--- config.mk ---
export PLATFORM = sky130hd
export DESIGN_NAME = instr_ctrl_fsm
export DESIGN_NICKNAME = d
export VERILOG_FILES = /design/src/rtl/ctrl_pkg.sv /design/src/rtl/instr_dec.sv /design/src/rtl/instr_ctrl_fsm.sv
export SDC_FILE = /design/constraint.sdc
export NUM_CORES = 1
export LEC_CHECK = 0
export CAP_MARGIN = 20
export CORE_AREA = 4 4 65 67
export DETAILED_ROUTE_END_ITERATION = 16
export DIE_AREA = 0 0 69 71
export PLACE_DENSITY_LB_ADDON = 0.08
export SLEW_MARGIN = 20
export SYNTH_ARGS = -nofsm -noshare
export SYNTH_HDL_FRONTEND = slang
export SYNTH_SLANG_ARGS = --single-unit
--- constraint.sdc ---
create_clock -name clk -period 2.6 [get_ports clk]
set_input_delay 0.65 -clock clk [delete_from_list [all_inputs] [get_ports clk]]
set_output_delay 0.65 -clock clk [all_outputs]
set_load 0.03 [all_outputs]
--- src/rtl/ctrl_pkg.sv ---
// Shared types and encodings for the instruction register / control FSM slice.
// Opcode, op and vsel encodings match the datapath's instruction set.
package ctrl_pkg;

    typedef enum logic [2:0] {
        S_WAIT,
        S_DECODE,
        S_WRITE_IMM,
        S_GET_A,
        S_GET_B,
        S_ALU,
        S_WRITE_REG
    } state_t;

    localparam logic [2:0] OPC_MOV = 3'b110;
    localparam logic [2:0] OPC_ALU = 3'b101;

    // MOV sub-ops share the op field with the ALU ops
    localparam logic [1:0] OP_MOV_IMM = 2'b10;
    localparam logic [1:0] OP_MOV_REG = 2'b00;

    localparam logic [1:0] OP_ADD = 2'b00;
    localparam logic [1:0] OP_CMP = 2'b01;
    localparam logic [1:0] OP_AND = 2'b10;
    localparam logic [1:0] OP_MVN = 2'b11;

    localparam logic [1:0] VSEL_MDATA = 2'b00;
    localparam logic [1:0] VSEL_C     = 2'b01;
    localparam logic [1:0] VSEL_IMM8  = 2'b10;
    localparam logic [1:0] VSEL_PC    = 2'b11;

endpackage

--- src/rtl/instr_dec.sv ---
// Combinational field extraction and immediate sign extension from the
// latched instruction register.
module instr_dec #(
    parameter int IW = 16,
    parameter int RW = 3
) (
    input  logic [IW-1:0] ir,
    output logic [2:0]    opcode,
    output logic [1:0]    op,
    output logic [RW-1:0] rn,
    output logic [RW-1:0] rd,
    output logic [1:0]    sh,
    output logic [RW-1:0] rm,
    output logic [IW-1:0] sximm8,
    output logic [IW-1:0] sximm5
);

    assign opcode = ir[15:13];
    assign op     = ir[12:11];
    assign rn     = ir[8 +: RW];
    assign rd     = ir[5 +: RW];
    assign sh     = ir[4:3];
    assign rm     = ir[0 +: RW];

    genvar gi;
    generate
        for (gi = 0; gi < IW; gi++) begin : g_sx
            if (gi < 8) begin : g_imm8_lo
                assign sximm8[gi] = ir[gi];
            end else begin : g_imm8_hi
                assign sximm8[gi] = ir[7];
            end
            if (gi < 5) begin : g_imm5_lo
                assign sximm5[gi] = ir[gi];
            end else begin : g_imm5_hi
                assign sximm5[gi] = ir[4];
            end
        end
    endgenerate

endmodule

--- src/rtl/instr_ctrl_fsm.sv ---
// Instruction register plus multi-cycle control sequencer for the datapath.
// Strobes are registered: each is set on the edge that enters the state owning it.
module instr_ctrl_fsm
    import ctrl_pkg::*;
#(
    parameter int IW = 16,
    parameter int RW = 3
) (
    input  logic          clk,
    input  logic          reset,
    input  logic [IW-1:0] in,
    input  logic          load,
    input  logic          s,
    output logic          w,
    output logic [RW-1:0] readnum,
    output logic [RW-1:0] writenum,
    output logic          write,
    output logic [1:0]    vsel,
    output logic          loada,
    output logic          loadb,
    output logic          asel,
    output logic          bsel,
    output logic          loadc,
    output logic          loads,
    output logic [1:0]    shift,
    output logic [1:0]    ALUop,
    output logic [IW-1:0] sximm8,
    output logic [IW-1:0] sximm5
);

    state_t        state_reg;
    logic [IW-1:0] ir_reg;
    logic          w_reg;
    logic [RW-1:0] readnum_reg;
    logic [RW-1:0] writenum_reg;
    logic          write_reg;
    logic [1:0]    vsel_reg;
    logic          loada_reg;
    logic          loadb_reg;
    logic          asel_reg;
    logic          bsel_reg;
    logic          loadc_reg;
    logic          loads_reg;

    logic [2:0]    opcode;
    logic [1:0]    op;
    logic [RW-1:0] rn;
    logic [RW-1:0] rd;
    logic [RW-1:0] rm;
    logic [1:0]    sh;

    instr_dec #(.IW(IW), .RW(RW)) u_dec (
        .ir     (ir_reg),
        .opcode (opcode),
        .op     (op),
        .rn     (rn),
        .rd     (rd),
        .sh     (sh),
        .rm     (rm),
        .sximm8 (sximm8),
        .sximm5 (sximm5)
    );

    always_ff @(posedge clk) begin
        if (reset) begin
            state_reg    <= S_WAIT;
            ir_reg       <= '0;
            w_reg        <= 1'b1;
            readnum_reg  <= '0;
            writenum_reg <= '0;
            write_reg    <= 1'b0;
            vsel_reg     <= VSEL_MDATA;
            loada_reg    <= 1'b0;
            loadb_reg    <= 1'b0;
            asel_reg     <= 1'b0;
            bsel_reg     <= 1'b0;
            loadc_reg    <= 1'b0;
            loads_reg    <= 1'b0;
        end else begin
            readnum_reg  <= '0;
            writenum_reg <= '0;
            write_reg    <= 1'b0;
            vsel_reg     <= VSEL_MDATA;
            loada_reg    <= 1'b0;
            loadb_reg    <= 1'b0;
            asel_reg     <= 1'b0;
            bsel_reg     <= 1'b0;
            loadc_reg    <= 1'b0;
            loads_reg    <= 1'b0;
            case (state_reg)
                S_WAIT: begin
                    if (load) ir_reg <= in;
                    if (s) begin
                        state_reg <= S_DECODE;
                        w_reg     <= 1'b0;
                    end
                end
                // IR is frozen from here on, so the entering-state strobes may use its fields
                S_DECODE: begin
                    if (opcode == OPC_MOV && op == OP_MOV_IMM) begin
                        state_reg    <= S_WRITE_IMM;
                        writenum_reg <= rn;
                        vsel_reg     <= VSEL_IMM8;
                        write_reg    <= 1'b1;
                    end else if (opcode == OPC_MOV && op == OP_MOV_REG) begin
                        state_reg   <= S_GET_B;
                        readnum_reg <= rm;
                        loadb_reg   <= 1'b1;
                    end else if (opcode == OPC_ALU) begin
                        state_reg   <= S_GET_A;
                        readnum_reg <= rn;
                        loada_reg   <= 1'b1;
                    end else begin
                        state_reg <= S_WAIT;
                        w_reg     <= 1'b1;
                    end
                end
                S_GET_A: begin
                    state_reg   <= S_GET_B;
                    readnum_reg <= rm;
                    loadb_reg   <= 1'b1;
                end
                S_GET_B: begin
                    state_reg <= S_ALU;
                    loadc_reg <= 1'b1;
                    if (opcode == OPC_MOV) asel_reg  <= 1'b1;
                    else                   loads_reg <= 1'b1;
                end
                S_ALU: begin
                    if (opcode == OPC_ALU && op == OP_CMP) begin
                        state_reg <= S_WAIT;
                        w_reg     <= 1'b1;
                    end else begin
                        state_reg    <= S_WRITE_REG;
                        writenum_reg <= rd;
                        vsel_reg     <= VSEL_C;
                        write_reg    <= 1'b1;
                    end
                end
                S_WRITE_IMM, S_WRITE_REG: begin
                    state_reg <= S_WAIT;
                    w_reg     <= 1'b1;
                end
                default: begin
                    state_reg <= S_WAIT;
                    w_reg     <= 1'b1;
                end
            endcase
        end
    end

    assign w        = w_reg;
    assign readnum  = readnum_reg;
    assign writenum = writenum_reg;
    assign write    = write_reg;
    assign vsel     = vsel_reg;
    assign loada    = loada_reg;
    assign loadb    = loadb_reg;
    assign asel     = asel_reg;
    assign bsel     = bsel_reg;
    assign loadc    = loadc_reg;
    assign loads    = loads_reg;
    assign shift    = sh;
    assign ALUop    = op;

endmodule

==> flow_summary.yaml <==
timing:
  finalSetupViolCount: 0
  finalHoldViolCount: 0
  max_freq_mhz: 447
  skew_ns: 0.00549
  worstMarginPinSlew_ns: 0.544
  finalCritPeriodShare_pct: 86.0
  fin_crit_ns: 2.24
  fin_setup_tns_ns: 0
  rsz0062_at_grt: "no"
  drv_slew: 0
  final.setup.worst_slack_ns: 0.364
  slew_headroom_pct: 63.6
logic_synthesis:
  yosysSeqAreaShare_pct: 43.3
  synth_top_area_cell: "dfxtp_1"
  synth_flop_cell: "dfxtp_1"
  synthMostInstantiatedCell: "buf_4"
  synth_nets: 205
  async_flop_share_pct: 0
  synthTopCellsByArea: "dfxtp_1, buf_4, nand2_1, a21oi_1, nor2_1"
  ys_types: 32
  yosys-top-cells-count: "buf_4, dfxtp_1, nand2_1, a21oi_1, nor2_1"
  synth-edff-count: 0
  yosysWarnings: 0
  syn_avg_cell_area_um2: 8.49
  syn_inst: 185
  synth_seq_cells: 34
  yosys.area.top_type_share_pct: 43.3
  syn_area_um2: 1570
clocking:
  cts_sinks: 34
  root_buffer: "clkbuf_8"
  post_cts_resized: 0
  clkSlewWorstSetupHoldPaths_ns: 0.06
  htree_levels: 2
  cts_buffers: 5
  clockBufferDepth: 2
  insertion_delay_ns: 0.28
  cts_tree: "done"
  holdBufCountCts: 0
  post_cts_buffers: 0
worst_hold_path:
  min_from: "ir_reg[8]"
  hold_path.class: "reg -> reg"
critical_path:
  crit_buf_inv: 1
  path_cells: "clkdlybuf4s50_1"
  cp-start-kind: "flip-flop"
  critPathKind: "reg -> out"
  worstPathRequired_ns: 1.95
  crit_start: "ir_reg[4]"
  cp_top_family: "buffers and inverters"
  crit_arrival_ns: 1.59
  crit_path_end_kind: "primary output"
  path_max_fanout: 15
  r2r_start: "state_reg[0]"
  slowest_delay_ns: 0.75
  crit_slowest_cell: "clkdlybuf4s50_1"
route:
  ant_nets: 0
  drt-pass1-iter-count: 4
  wl_per_cell_um: 12.8
  route.detailed.drc: 0
  wl_um: 3400
  vias_per_cell: 4.72
  dr_total_vias: 1255
  drtIter0Drc: 63
placed_design:
  port_buffers: 70
  gp_congestion: 0.805
  place_hpwl_um: 2640
  dp_slack_ns: 0.618
global_route:
  use_met3_pct: 5.54
  overflow: 0
  grt_pass1_vias: 1182
  grt_pass1_wl_um: 5460
  groute.usage.overall_pct: 13.8
  met1_usage_pct: 15.2
  gr-max-usage-layer: "met2"
  antenna_found_initial: 0
  grt_util_met2_pct: 23.3
  grt_max_degree: 21
floorplanning:
  initial_core_util_pct: 43.2
  die-area_um2: 4900
  die_y_um: 71
  coreArea_um2: 3630
  rows: 22
  io_pins: 72
  die_w_um: 69
layout:
  nNetsFinal: 238
  fillCellCount: 333
  diodes: 0
  area_delta_synth_final_pct: 33.8
  drive_gt1_share_pct: 5.96
  final_util_pct: 57.8
  largest_reg_flops: 16
run:
  cap_violations: 0
power:
  leakage_uw: 0.000751
  ir_worst_vdd_mv: 0.372
  p_per_area_nw_per_um2: 548
run_status:
  status: "complete, no violations"
## cells by family after synthesis
group                  Yosys count  share of synthesized area [%]
DFF                             34                           43.3
other                            1                          0.239
AOI/OAI and AO/OA               36                           14.3
and+or+nand+nor                 65                           20.9
buffers and inverters           49                           21.2
## final timing paths
kind                end  slack (ns)  depth (start not counted)
min reg2reg   ir_reg[8]        0.48                          2
max reg2reg  ir_reg[11]        1.13                          4
max          sximm5[15]        0.36                          1
min           ir_reg[8]        0.48                          2
## metal layers
metal	wire length (um)	share of wire, %
met2	1660	49
met4	63	1.9
met3	245	7.2
met5	0	0
met1	1430	42
## cells in the final DEF, fill, tap and decap left out, drive strengths merged, types with 4 or more instances in the layout
cell type and count:
nor2 10, nor3 4, clkdlybuf4s50 70, dfxtp 34, inv 4, a21oi 22
clkbuf 6, nand2 34
## per-stage QoR
| step | cell area, um^2 | hold WS (ns) | power (uW) | std cells |
|---|---|---|---|---|
| floorplan | 1570 | 0.449 | 747 | 185 |
| global placement | 2020 | 0.460 | 804 | 259 |
| detailed placement | 2020 | 0.465 | 807 | 259 |
| CTS | 2100 | 0.476 | 1170 | 266 |
| global route | 2100 | 0.501 | 1210 | 266 |
| finish | 2100 | 0.478 | 1150 | 266 |
## area by class of cell
cell class | instances | area [um^2] | area share, %
sequential | 34 | 681 | 32.4
inverter | 4 | 15.0 | 0.715
tap | 48 | 60.1 | 2.86
timing repair buffer | 71 | 708 | 33.7
multi-input combinational | 102 | 557 | 26.5
clock buffer | 6 | 72.6 | 3.45
clock inverter | 1 | 7.51 | 0.357
## report_power, final
group | switching [uW] | total, uW | internal, uW
Combinational | 129 | 231 | 102
Clock | 175 | 358 | 183
Sequential | 23.0 | 562 | 539
Total | 328 | 1150 | 824
Note: power is estimated with default switching activity, not from simulation.
